[src/rtl/mem_arbiter.sv]
// Two-port memory arbiter: alternating priority on contention, one request per
// two cycles, with address range/alignment checking and registered responses.
module mem_arbiter #(
  parameter int unsigned NUM_WORDS = 1024
) (
  input  logic        clk,
  input  logic        reset,
  input  logic        req0_valid,
  input  logic        req0_write,
  input  logic [31:0] req0_addr,
  input  logic [31:0] req0_wdata,
  output logic        req0_ready,
  output logic        rsp0_valid,
  output logic [31:0] rsp0_rdata,
  output logic        rsp0_err,
  input  logic        req1_valid,
  input  logic        req1_write,
  input  logic [31:0] req1_addr,
  input  logic [31:0] req1_wdata,
  output logic        req1_ready,
  output logic        rsp1_valid,
  output logic [31:0] rsp1_rdata,
  output logic        rsp1_err,
  output logic        MemRead,
  output logic        MemWrite,
  output logic [31:0] address,
  output logic [31:0] writeData,
  input  logic [31:0] readData
);

  localparam logic [0:0]  IDLE       = 1'b0;
  localparam logic [0:0]  ACCESS     = 1'b1;
  localparam logic [31:0] WORD_LIMIT = 32'(NUM_WORDS);

  logic [0:0]  state;
  logic [0:0]  state_next;
  logic        last_grant;
  logic        port_q;
  logic        write_q;
  logic [31:0] addr_q;
  logic [31:0] wdata_q;

  logic        pick1_c;
  logic        accept_c;
  logic        req_ok_c;
  logic [31:0] load_data_c;

  // Port 1 wins when alone, or on contention when port 0 was granted last.
  always_comb begin
    pick1_c    = req1_valid & (~req0_valid | ~last_grant);
    accept_c   = (state == IDLE) & (req0_valid | req1_valid);
    req0_ready = (state == IDLE) & req0_valid & ~pick1_c;
    req1_ready = (state == IDLE) & pick1_c;
  end

  always_comb begin
    req_ok_c    = (addr_q[1:0] == 2'b00) && ({2'b00, addr_q[31:2]} < WORD_LIMIT);
    load_data_c = (req_ok_c && !write_q) ? readData : 32'h0;
  end

  // Strobes are killed by reset so a store cannot commit during a reset cycle.
  always_comb begin
    state_next = state;
    MemRead    = 1'b0;
    MemWrite   = 1'b0;
    case (state)
      IDLE: begin
        if (accept_c) state_next = ACCESS;
      end
      ACCESS: begin
        MemRead    = req_ok_c & ~write_q & ~reset;
        MemWrite   = req_ok_c & write_q & ~reset;
        state_next = IDLE;
      end
      default: state_next = IDLE;
    endcase
  end

  assign address   = addr_q;
  assign writeData = wdata_q;

  always_ff @(posedge clk) begin
    if (reset) state <= IDLE;
    else       state <= state_next;
  end

  // Request capture and response registers; other port's response holds.
  always_ff @(posedge clk) begin
    if (reset) begin
      last_grant <= 1'b1;
      port_q     <= 1'b0;
      write_q    <= 1'b0;
      addr_q     <= 32'h0;
      wdata_q    <= 32'h0;
      rsp0_valid <= 1'b0;
      rsp0_rdata <= 32'h0;
      rsp0_err   <= 1'b0;
      rsp1_valid <= 1'b0;
      rsp1_rdata <= 32'h0;
      rsp1_err   <= 1'b0;
    end else begin
      rsp0_valid <= 1'b0;
      rsp1_valid <= 1'b0;
      if (accept_c) begin
        port_q     <= pick1_c;
        last_grant <= pick1_c;
        write_q    <= pick1_c ? req1_write : req0_write;
        addr_q     <= pick1_c ? req1_addr  : req0_addr;
        wdata_q    <= pick1_c ? req1_wdata : req0_wdata;
      end
      if (state == ACCESS) begin
        if (port_q) begin
          rsp1_valid <= 1'b1;
          rsp1_rdata <= load_data_c;
          rsp1_err   <= ~req_ok_c;
        end else begin
          rsp0_valid <= 1'b1;
          rsp0_rdata <= load_data_c;
          rsp0_err   <= ~req_ok_c;
        end
      end
    end
  end

endmodule
[config.mk]
export PLATFORM = sky130hd
export DESIGN_NAME = mem_arbiter
export DESIGN_NICKNAME = d
export VERILOG_FILES = /design/src/rtl/mem_arbiter.sv
export SDC_FILE = /design/constraint.sdc
export NUM_CORES = 1
export LEC_CHECK = 0
export BUFFER_PORTS_ARGS = -buffer_cell sky130_fd_sc_hd__buf_4
export CAP_MARGIN = 20
export CELL_PAD_IN_SITES_DETAIL_PLACEMENT = 1
export CELL_PAD_IN_SITES_GLOBAL_PLACEMENT = 1
export CORE_MARGIN = 4
export CORE_UTILIZATION = 30
export DETAILED_ROUTE_END_ITERATION = 8
export GPL_ROUTABILITY_DRIVEN = 0
export GPL_TIMING_DRIVEN = 0
export PLACE_DENSITY = 0.77
export SLEW_MARGIN = 20
export SYNTH_ARGS = -nofsm -noshare
export SYNTH_HDL_FRONTEND = slang
export SYNTH_SLANG_ARGS = --single-unit
[constraint.sdc]
create_clock -name clk -period 1.6 [get_ports clk]
set_input_delay 0.24 -clock clk [delete_from_list [all_inputs] [get_ports clk]]
set_output_delay 0.24 -clock clk [all_outputs]
set_load 0.01 [all_outputs]
==> results of run 1 <==
## state kept, by name (all words and copies together) (netlist names)
signal,cells
writeData,32
rsp1_err,1
write_q,1
rsp0_err,1
rsp0_valid,1
rsp0_rdata,32
address,32
last_grant,1
port_q,1
state,1
rsp1_valid,1
rsp1_rdata,32
## power by group through the flow
stage          clock [mW]  sequential, mW  combinational, mW
2_1_floorplan           0            3.82              0.651
3_3_place_gp            0            3.76               1.57
3_5_place_dp            0            3.77               1.59
4_1_cts              3.95            3.71               1.64
5_1_grt              4.10            3.73               1.78
6_report             3.86            3.72               1.64
## cell families (layout without fill, tap and decap cells)
group,count (synthesis),count (layout),synth area share
buf+inv,62,403,0.04967
flops,136,136,0.4503
simple gates,187,187,0.1767
mux,65,65,0.1076
compound gates,134,134,0.2156
## stage by stage
step / util / hold slack, ns / instances / instance area [um^2]
2_1_floorplan: - / 0.4287 / 584 / 6055
3_3_place_gp: 0.4395 / 0.4765 / 1149 / 8638
3_5_place_dp: 0.4395 / 0.4818 / 1149 / 8638
4_1_cts: 0.4791 / 0.1267 / 1188 / 9415
5_1_grt: 0.4851 / 0.1466 / 1190 / 9534
6_report: 0.4851 / 0.1508 / 1190 / 9534
## placed cells by master, fill, tap and decap left out, types with 17 or more instances in the layout
cell type / count
clkbuf_16: 17
buf_4: 310
a211oi_1: 65
nand3b_1: 64
o31ai_2: 50
nor2_1: 71
dfxtp_1: 130
clkbuf_1: 24
nand2b_1: 33
mux2i_1: 65
## tightest hold or removal path, stage by stage
cell and delay [ns]:
buf_4 0.11, nand2b_1 0.10, o31ai_2 0.07
## metal layers
layer  wire length (um)  vias up
met5                  0        -
met4                517        0
met3               1519       26
met2              12370      199
met1               9341     2762
li1                   -     2801
## path summary, 6_finish.rpt
path,from,slack (ns),to,cells past startpoint
setup / recovery,address[17],-0.49,rsp0_rdata[7],8
hold / removal,readData[1],0.15,rsp1_rdata[1],3
setup reg to reg,address[17],-0.49,rsp0_rdata[7],8
hold reg to reg,last_grant,0.48,last_grant,1
## layout make-up
cell class              instances  area (um^2)
clock inverters                14        151.4
flip-flops and latches        136         2733
fillers                      2249        10120
multi-input cells             386         3187
plain buffers                  61        364.1
clock buffers                  17        425.4
well taps                     265        331.6
repair buffers                311         2342
## repair_timing
action | 4_1_cts | 5_1_grt
resized for setup | 40 | 22
endpoints found under the setup margin | 133 | 135
pin swaps | 5 | 6
hold buffers | 0 | 0
buffers inserted | 9 | 2
==> results.sh, run 1 <==
export IMPL_status="finished with violations"
export IMPL_violations="setup timing"
export IMPL_worstPathArrival_ns=2.41
export IMPL_avgSynthCellArea_um2=10.35
export IMPL_cts_tree="built"
export IMPL_path_clk_slew_ns=0.06
export IMPL_cts_buffer_depth=2
export IMPL_wl_per_cell_um=19.95
export IMPL_path_class="register to register"
export IMPL_grt_busiest_layer="met2"
export IMPL_synth_top_area_share=0.4503
export IMPL_finalCritPeriodShare=1.304
export IMPL_met2_usage=0.3674
export IMPL_switching_power_mw=2.541
export IMPL_crit_path_top_delay_cell="dfxtp_2"
export IMPL_nNetsFinal=1079
export IMPL_p_seq_frac=0.403
export IMPL_die_w_um=150.0
export IMPL_setup_violations=68
export IMPL_synth_largest_area_cell="dfxtp_1"
export IMPL_slew_headroom=0.4244
export IMPL_synth_edf_count=0
export IMPL_p_int_mw=6.676
export IMPL_io_buffers=300
export IMPL_first_pass_iters=4
export IMPL_clock_latency_ns=0.42
export IMPL_vias=5788
export IMPL_syn_area_um2=6046
export IMPL_power_total_mw=9.217
export IMPL_path_buf_inv=4
export IMPL_wl_mm=23.75
export IMPL_ir_worst_vdd_mv=0.6584
export IMPL_crit_required_ns=1.92
export IMPL_ys_warn_count=0
export IMPL_ys_top_cells_by_count="dfxtp_1 (136), nor2_1 (73), a211oi_1 (65), mux2i_1 (65), nand3b_1 (64)"
export IMPL_grt_use_met1=0.2356
export IMPL_drive_above_1_share=0.4886
export IMPL_hold_viol_final=0
export IMPL_clock_sinks=136
export IMPL_synthFlopType="dfxtp_1"
export IMPL_yosysSeqAreaShare=0.4503
export IMPL_async_reset_ff_frac=0
export IMPL_die_area_um2=22490
export IMPL_yosysUniqueCellTypes=27
export IMPL_drc=0
export IMPL_antenna_found_initial=0
export IMPL_drv_cap=0
export IMPL_start_kind="register"
export IMPL_die_h_um=150.0
export IMPL_path_common_cell="buf_4"
export IMPL_hold_class="input port to register"
export IMPL_cts_htree_levels=4
export IMPL_ant_nets=0
export IMPL_grt_pass1_wl_mm=35.08
export IMPL_p_sw_frac=0.2757
export IMPL_pin_count=302
export IMPL_finalClockSkew_ns=0.008373
export IMPL_use_met3=0.05754
export IMPL_worstMarginPinSlew_ns=0.8634
export IMPL_antenna_cells=0
export IMPL_final_max_slew_viol_count=0
export IMPL_hpwl_mm=18.73
export IMPL_rows=51
export IMPL_p_comb_frac=0.178
export IMPL_drt_iter0_drc=154
export IMPL_cellPowerDensity_nw_per_um2=966.7
export IMPL_p_clk_frac=0.419
export IMPL_grt_use_total=0.2052
export IMPL_crit_fanout=10
export IMPL_crit_family="simple AND/OR/NAND/NOR gates"
export IMPL_ys_ff_latch=136
export IMPL_grt_pass1_vias=6142
export IMPL_grt_overflow_total=0
export IMPL_fin_ws_ns=-0.4859
export IMPL_routed_via_density=4.864
export IMPL_syn2layout_area_growth_pct=57.70
export IMPL_p_leak_nw=4.075
export IMPL_cts_buffers=17
export IMPL_cp_end_kind="register"
export IMPL_coreArea_um2=19650
export IMPL_start_util=0.3076
export IMPL_syn_num_nets=750
export IMPL_grt_max_degree=17
export IMPL_dp_slack_ns=-0.6320
export IMPL_path_cells="nor4_4, nand4_1, buf_4, buf_4, or3_1, buf_6, buf_8, o31ai_2"
export IMPL_yosys_cell_count_top_type="dfxtp_1"
export IMPL_fin_crit_ns=2.086
export IMPL_syn_inst=584
export IMPL_critPathMaxStageDelay_ns=0.34
export IMPL_fmax_ghz=0.4794
export IMPL_rsz0062_at_grt="true"
export IMPL_yosys_top_cells_area="dfxtp_1 (45%), o31ai_2 (12%), mux2i_1 (11%)"
export IMPL_clockRootBuffer="clkbuf_16"
export IMPL_tns_ns=-29.20
Note: power is estimated with default switching activity, not from simulation.
==> run 2, diff against run 1 <==
- CORE_UTILIZATION: 30 -> 36
- PLACE_DENSITY: 0.77 -> 0.86
- TNS_END_PERCENT: not set -> 100
- clock period: 1.6 -> 2.7 ns (I/O delays scaled with it)
==> results.sh, run 2 (same netlist as run 1, synthesis figures left out) <==
export IMPL_drive_above_1_share=0.4459
export IMPL_nNetsFinal=1069
export IMPL_path_cells="nor4_1, nand4_1, nor2_1, nor4bb_1, buf_4"
export IMPL_path_clk_slew_ns=0.06
export IMPL_cts_resized=0
export IMPL_setup_violations=0
export IMPL_syn2layout_area_growth_pct=53.29
export IMPL_fmax_ghz=0.3988
export IMPL_p_seq_frac=0.374
export IMPL_die_area_um2=18930
export IMPL_hpwl_mm=18.39
export IMPL_critPathMaxStageDelay_ns=0.41
export IMPL_drv_cap=0
export IMPL_cts_buffers=17
export IMPL_tns_ns=0
export IMPL_io_buffers=300
export IMPL_crit_required_ns=2.30
export IMPL_antenna_found_initial=0
export IMPL_grt_use_total=0.2399
export IMPL_cts_htree_levels=4
export IMPL_rsz0062_at_grt="false"
export IMPL_ir_worst_vdd_mv=0.5836
export IMPL_cp_end_kind="output pin"
export IMPL_switching_power_mw=1.449
export IMPL_antenna_cells=0
export IMPL_fin_ws_ns=0.1926
export IMPL_p_comb_frac=0.158
export IMPL_worstMarginPinSlew_ns=0.7202
export IMPL_finalClockSkew_ns=0.009991
export IMPL_grt_pass1_wl_mm=34.41
export IMPL_clockRootBuffer="clkbuf_16"
export IMPL_first_pass_iters=5
export IMPL_worstPathArrival_ns=2.10
export IMPL_hold_class="input port to register"
export IMPL_p_clk_frac=0.468
export IMPL_n_fill_cell=1868
export IMPL_clock_sinks=136
export IMPL_p_sw_frac=0.2480
export IMPL_die_w_um=137.6
export IMPL_grt_overflow_total=0
export IMPL_status="finished clean"
export IMPL_path_class="register to output pin"
export IMPL_cellPowerDensity_nw_per_um2=630.6
export IMPL_holdBufCountCts=0
export IMPL_p_int_mw=4.395
export IMPL_wl_mm=23.39
export IMPL_dp_slack_ns=0.4552
export IMPL_pin_count=302
export IMPL_coreArea_um2=16520
export IMPL_final_cell_mix="buf_4 (301), dfxtp_1 (136), nor2_1 (73)"
export IMPL_grt_max_degree=17
export IMPL_start_util=0.3659
export IMPL_clock_latency_ns=0.43
export IMPL_routed_via_density=5.147
export IMPL_crit_fanout=3
export IMPL_rows=47
export IMPL_slew_headroom=0.5199
export IMPL_drc=0
export IMPL_cts_setup_buffers=0
export IMPL_hold_viol_final=0
export IMPL_cts_tree="built"
export IMPL_final_max_slew_viol_count=0
export IMPL_vias=5842
export IMPL_wl_per_cell_um=20.61
export IMPL_die_h_um=137.6
export IMPL_grt_pass1_vias=6135
export IMPL_crit_path_top_delay_cell="nor4_1"
export IMPL_hold_ws_ns=0.3052
export IMPL_p_leak_nw=4.003
export IMPL_cts_buffer_depth=2
export IMPL_fin_crit_ns=2.507
export IMPL_drt_iter0_drc=186
export IMPL_ant_nets=0
export IMPL_start_kind="register"
export IMPL_finalCritPeriodShare=0.9287
export IMPL_final_common_cell="buf_4"
run 2: cell types whose count changed in the layout (fill, tap and decap cells not counted), moves of 5 or more:
cell / delta
buf_1: +5
buf_4: -9
o31ai_2: +10
dfxtp_1: +6
o31ai_4: -10
clkbuf_2: -13
dfxtp_2: -5
clkbuf_1: +13
run 2: final timing paths:
check | startpoint | endpoint | slack (ns) | cells after the start
worst min-delay path | readData[0] | rsp1_rdata[0] | 0.31 | 3
worst max register to register | state | rsp0_rdata[30] | 0.66 | 6
worst min register to register | last_grant | last_grant | 0.48 | 1
worst max-delay path | address[14] | MemRead | 0.19 | 5
run 2: routing by layer:
metal | track usage | wire (um) | part of all wire | up-vias
li1 | - | - | - | 2776
met1 | 0.2641 | 8753 | 0.37 | 2829
met2 | 0.4463 | 12540 | 0.54 | 213
met3 | 0.06976 | 1687 | 0.072 | 24
met4 | 0.06486 | 413 | 0.018 | 0
met5 | 0 | 0 | 0 | -
run 2: cell type report:
type / count / area (um^2) / area share
clock buffers: 21 / 480.5 / 0.05184
well taps: 220 / 275.3 / 0.02970
flip-flops and latches: 136 / 2723 / 0.2938
clock inverters: 10 / 214.0 / 0.02309
repair buffers: 300 / 2252 / 0.2430
multi-input cells: 386 / 3023 / 0.3262
plain buffers: 62 / 300.3 / 0.03240
run 2: critical path, delay by kind of cell, from the launching register on:
family / cells / cell delay [ns]
AND/OR/NAND/NOR: 4 / 1.17
flip-flops: 1 / 0.33
buffers and inverters: 1 / 0.18
run 2: power groups by stage:
stage	logic (mW)	registers (mW)	clock network [mW]
final	0.923	2.19	2.73
after global routing	0.998	2.20	2.86
after CTS	0.934	2.19	2.77
after detailed placement	0.928	2.23	0
after global placement	0.908	2.22	0
after floorplan	0.386	2.26	0
run 2: through the flow:
stage	power (mW)	utilization	std cells	instance area [um^2]
floorplan	2.647	-	584	6046
global placement	3.132	0.5188	1104	8573
detailed placement	3.156	0.5188	1104	8573
CTS	5.888	0.5608	1135	9268
global route	6.056	0.5608	1135	9268
finish	5.844	0.5608	1135	9268
==> run 3, diff against run 2 <==
- BUFFER_PORTS_ARGS: -buffer_cell sky130_fd_sc_hd__buf_4 -> not set
- CORE_UTILIZATION: 36 -> 45
- DONT_BUFFER_PORTS: not set -> 1
- PLACE_DENSITY: 0.86 -> 0.78
==> results.sh, run 3 (same netlist as run 1, synthesis figures left out) <==
export IMPL_fmax_ghz=0.4095
export IMPL_antenna_found_initial=0
export IMPL_p_clk_frac=0.451
export IMPL_drv_cap=0
export IMPL_n_fill_cell=1427
export IMPL_slew_headroom=0.5316
export IMPL_finalClockSkew_ns=0.01041
export IMPL_start_kind="register"
export IMPL_status="finished clean"
export IMPL_multiInputGateArea_um2=3038
export IMPL_cellPowerDensity_nw_per_um2=732.7
export IMPL_regArea_um2=2723
export IMPL_path_cells="nor4_1, nand4_1, nor2_1, nor4bb_4"
export IMPL_grt_max_degree=17
export IMPL_clockRootBuffer="clkbuf_16"
export IMPL_crit_required_ns=2.30
export IMPL_crit_path_top_delay_cell="nor4bb_4"
export IMPL_drt_iter0_drc=228
export IMPL_clock_latency_ns=0.42
export IMPL_start_util=0.4584
export IMPL_endpoint="MemRead"
export IMPL_placed_area_um2=6266
export IMPL_nNetsFinal=769
export IMPL_ant_nets=0
export IMPL_switching_power_mw=1.332
export IMPL_cts_htree_levels=4
export IMPL_grt_overflow_total=0
export IMPL_cts_tree="built"
export IMPL_wl_mm=18.97
export IMPL_cts_resized=1
export IMPL_path_buf_inv=0
export IMPL_cp_startpoint="address[0]"
export IMPL_finalInstanceArea_um2=6862
export IMPL_pin_count=302
export IMPL_cts_setup_buffers=0
export IMPL_r2r_end="rsp0_rdata[25]"
export IMPL_stdcell_count=791
export IMPL_worstMarginPinSlew_ns=0.7026
export IMPL_p_seq_frac=0.450
export IMPL_grt_pass1_vias=5016
export IMPL_setup_violations=0
export IMPL_hpwl_mm=14.70
export IMPL_coreArea_um2=13190
export IMPL_first_pass_iters=4
export IMPL_crit_family="simple AND/OR/NAND/NOR gates"
export IMPL_r2r_cells=6
export IMPL_final_max_slew_viol_count=0
export IMPL_fin_crit_ns=2.442
export IMPL_final_common_cell="dfxtp_1"
export IMPL_p_int_mw=3.696
export IMPL_dp_slack_ns=0.4195
export IMPL_grt_pass1_wl_mm=27.90
export IMPL_crit_fanout=3
export IMPL_p_comb_frac=0.099
export IMPL_r2r_start="state"
export IMPL_drc=0
export IMPL_drive_above_1_share=0.1772
export IMPL_power_total_mw=5.028
export IMPL_rsz0062_at_grt="false"
export IMPL_die_w_um=123.9
export IMPL_wl_per_cell_um=23.98
export IMPL_io_buffers=0
export IMPL_worstPathArrival_ns=2.04
export IMPL_clock_sinks=136
export IMPL_p_sw_frac=0.2649
export IMPL_hold_viol_final=0
export IMPL_die_area_um2=15350
export IMPL_syn2layout_area_growth_pct=13.49
export IMPL_rows=42
export IMPL_final_cell_mix="dfxtp_1 (136), nor2_1 (73), mux2i_1 (65), a211oi_1 (65), nand3b_1 (64)"
export IMPL_finalCritPeriodShare=0.9045
export IMPL_routed_via_density=5.962
export IMPL_cts_buffer_depth=2
export IMPL_dp_cells=760
export IMPL_crit_cells=4
export IMPL_critPathMaxStageDelay_ns=0.46
export IMPL_antenna_cells=0
export IMPL_path_class="register to output pin"
export IMPL_p_leak_nw=2.437
export IMPL_holdBufCountCts=0
export IMPL_hold_class="input port to register"
export IMPL_cts_buffers=17
export IMPL_grt_use_total=0.2405
export IMPL_vias=4716
export IMPL_path_clk_slew_ns=0.06
export IMPL_fin_ws_ns=0.2578
export IMPL_cp_end_kind="output pin"
export IMPL_tns_ns=0
export IMPL_die_h_um=123.9
export IMPL_reg2reg_slack_ns=0.59
export IMPL_ir_worst_vdd_mv=0.3888
-- run 3: cell count changes in the layout (fill, tap and decap cells not counted) --
cell | previous run | this run
buf_4 | 301 | 1
nor4bb_1 | 1 | 0
inv_6 | 1 | 0
clkbuf_8 | 4 | 2
nor4bb_4 | 0 | 1
clkinvlp_4 | 1 | 4
bufinv_16 | 6 | 2
clkinv_2 | 0 | 4
-- run 3: worst min path at each step --
stage | from | to | slack (ns) | cells past startpoint
final | readData[0] | rsp1_rdata[0] | 0.18 | 2
after global routing | readData[0] | rsp1_rdata[0] | 0.18 | 2
after CTS | readData[0] | rsp1_rdata[0] | 0.16 | 2
after detailed placement | last_grant | last_grant | 0.45 | 1
after global placement | last_grant | last_grant | 0.46 | 1
after floorplan | last_grant | last_grant | 0.44 | 1
-- run 3: power by group through the flow --
stage	clock [mW]	sequential [mW]	combinational [mW]
2_1_floorplan	0	2.26	0.386
3_3_place_gp	0	2.30	0.483
3_5_place_dp	0	2.31	0.505
4_1_cts	2.30	2.26	0.507
5_1_grt	2.39	2.27	0.560
6_report	2.27	2.26	0.500
-- run 3: metrics by stage --
stage               utilization  hold WS, ns
floorplan                     -       0.4363
global placement         0.4751       0.4569
detailed placement       0.4751       0.4541
CTS                      0.5195       0.1616
global route             0.5202       0.1820
finish                   0.5202       0.1785
-- run 3: layout make-up --
type	count	area share
Clock inverter	12	0.01860
Tap cell	176	0.03209
Buffer	62	0.04376
Clock buffer	19	0.06601
Multi-Input combinational cell	386	0.4427
Sequential cell	136	0.3968
-- run 3: routing by layer --
metal  wire, um  track usage  up-vias
met5          0            0        -
met4        539       0.1040        0
met3       1768      0.08946       40
met2       9399       0.4106      225
met1       7260       0.2684     2270
li1           -            -     2181
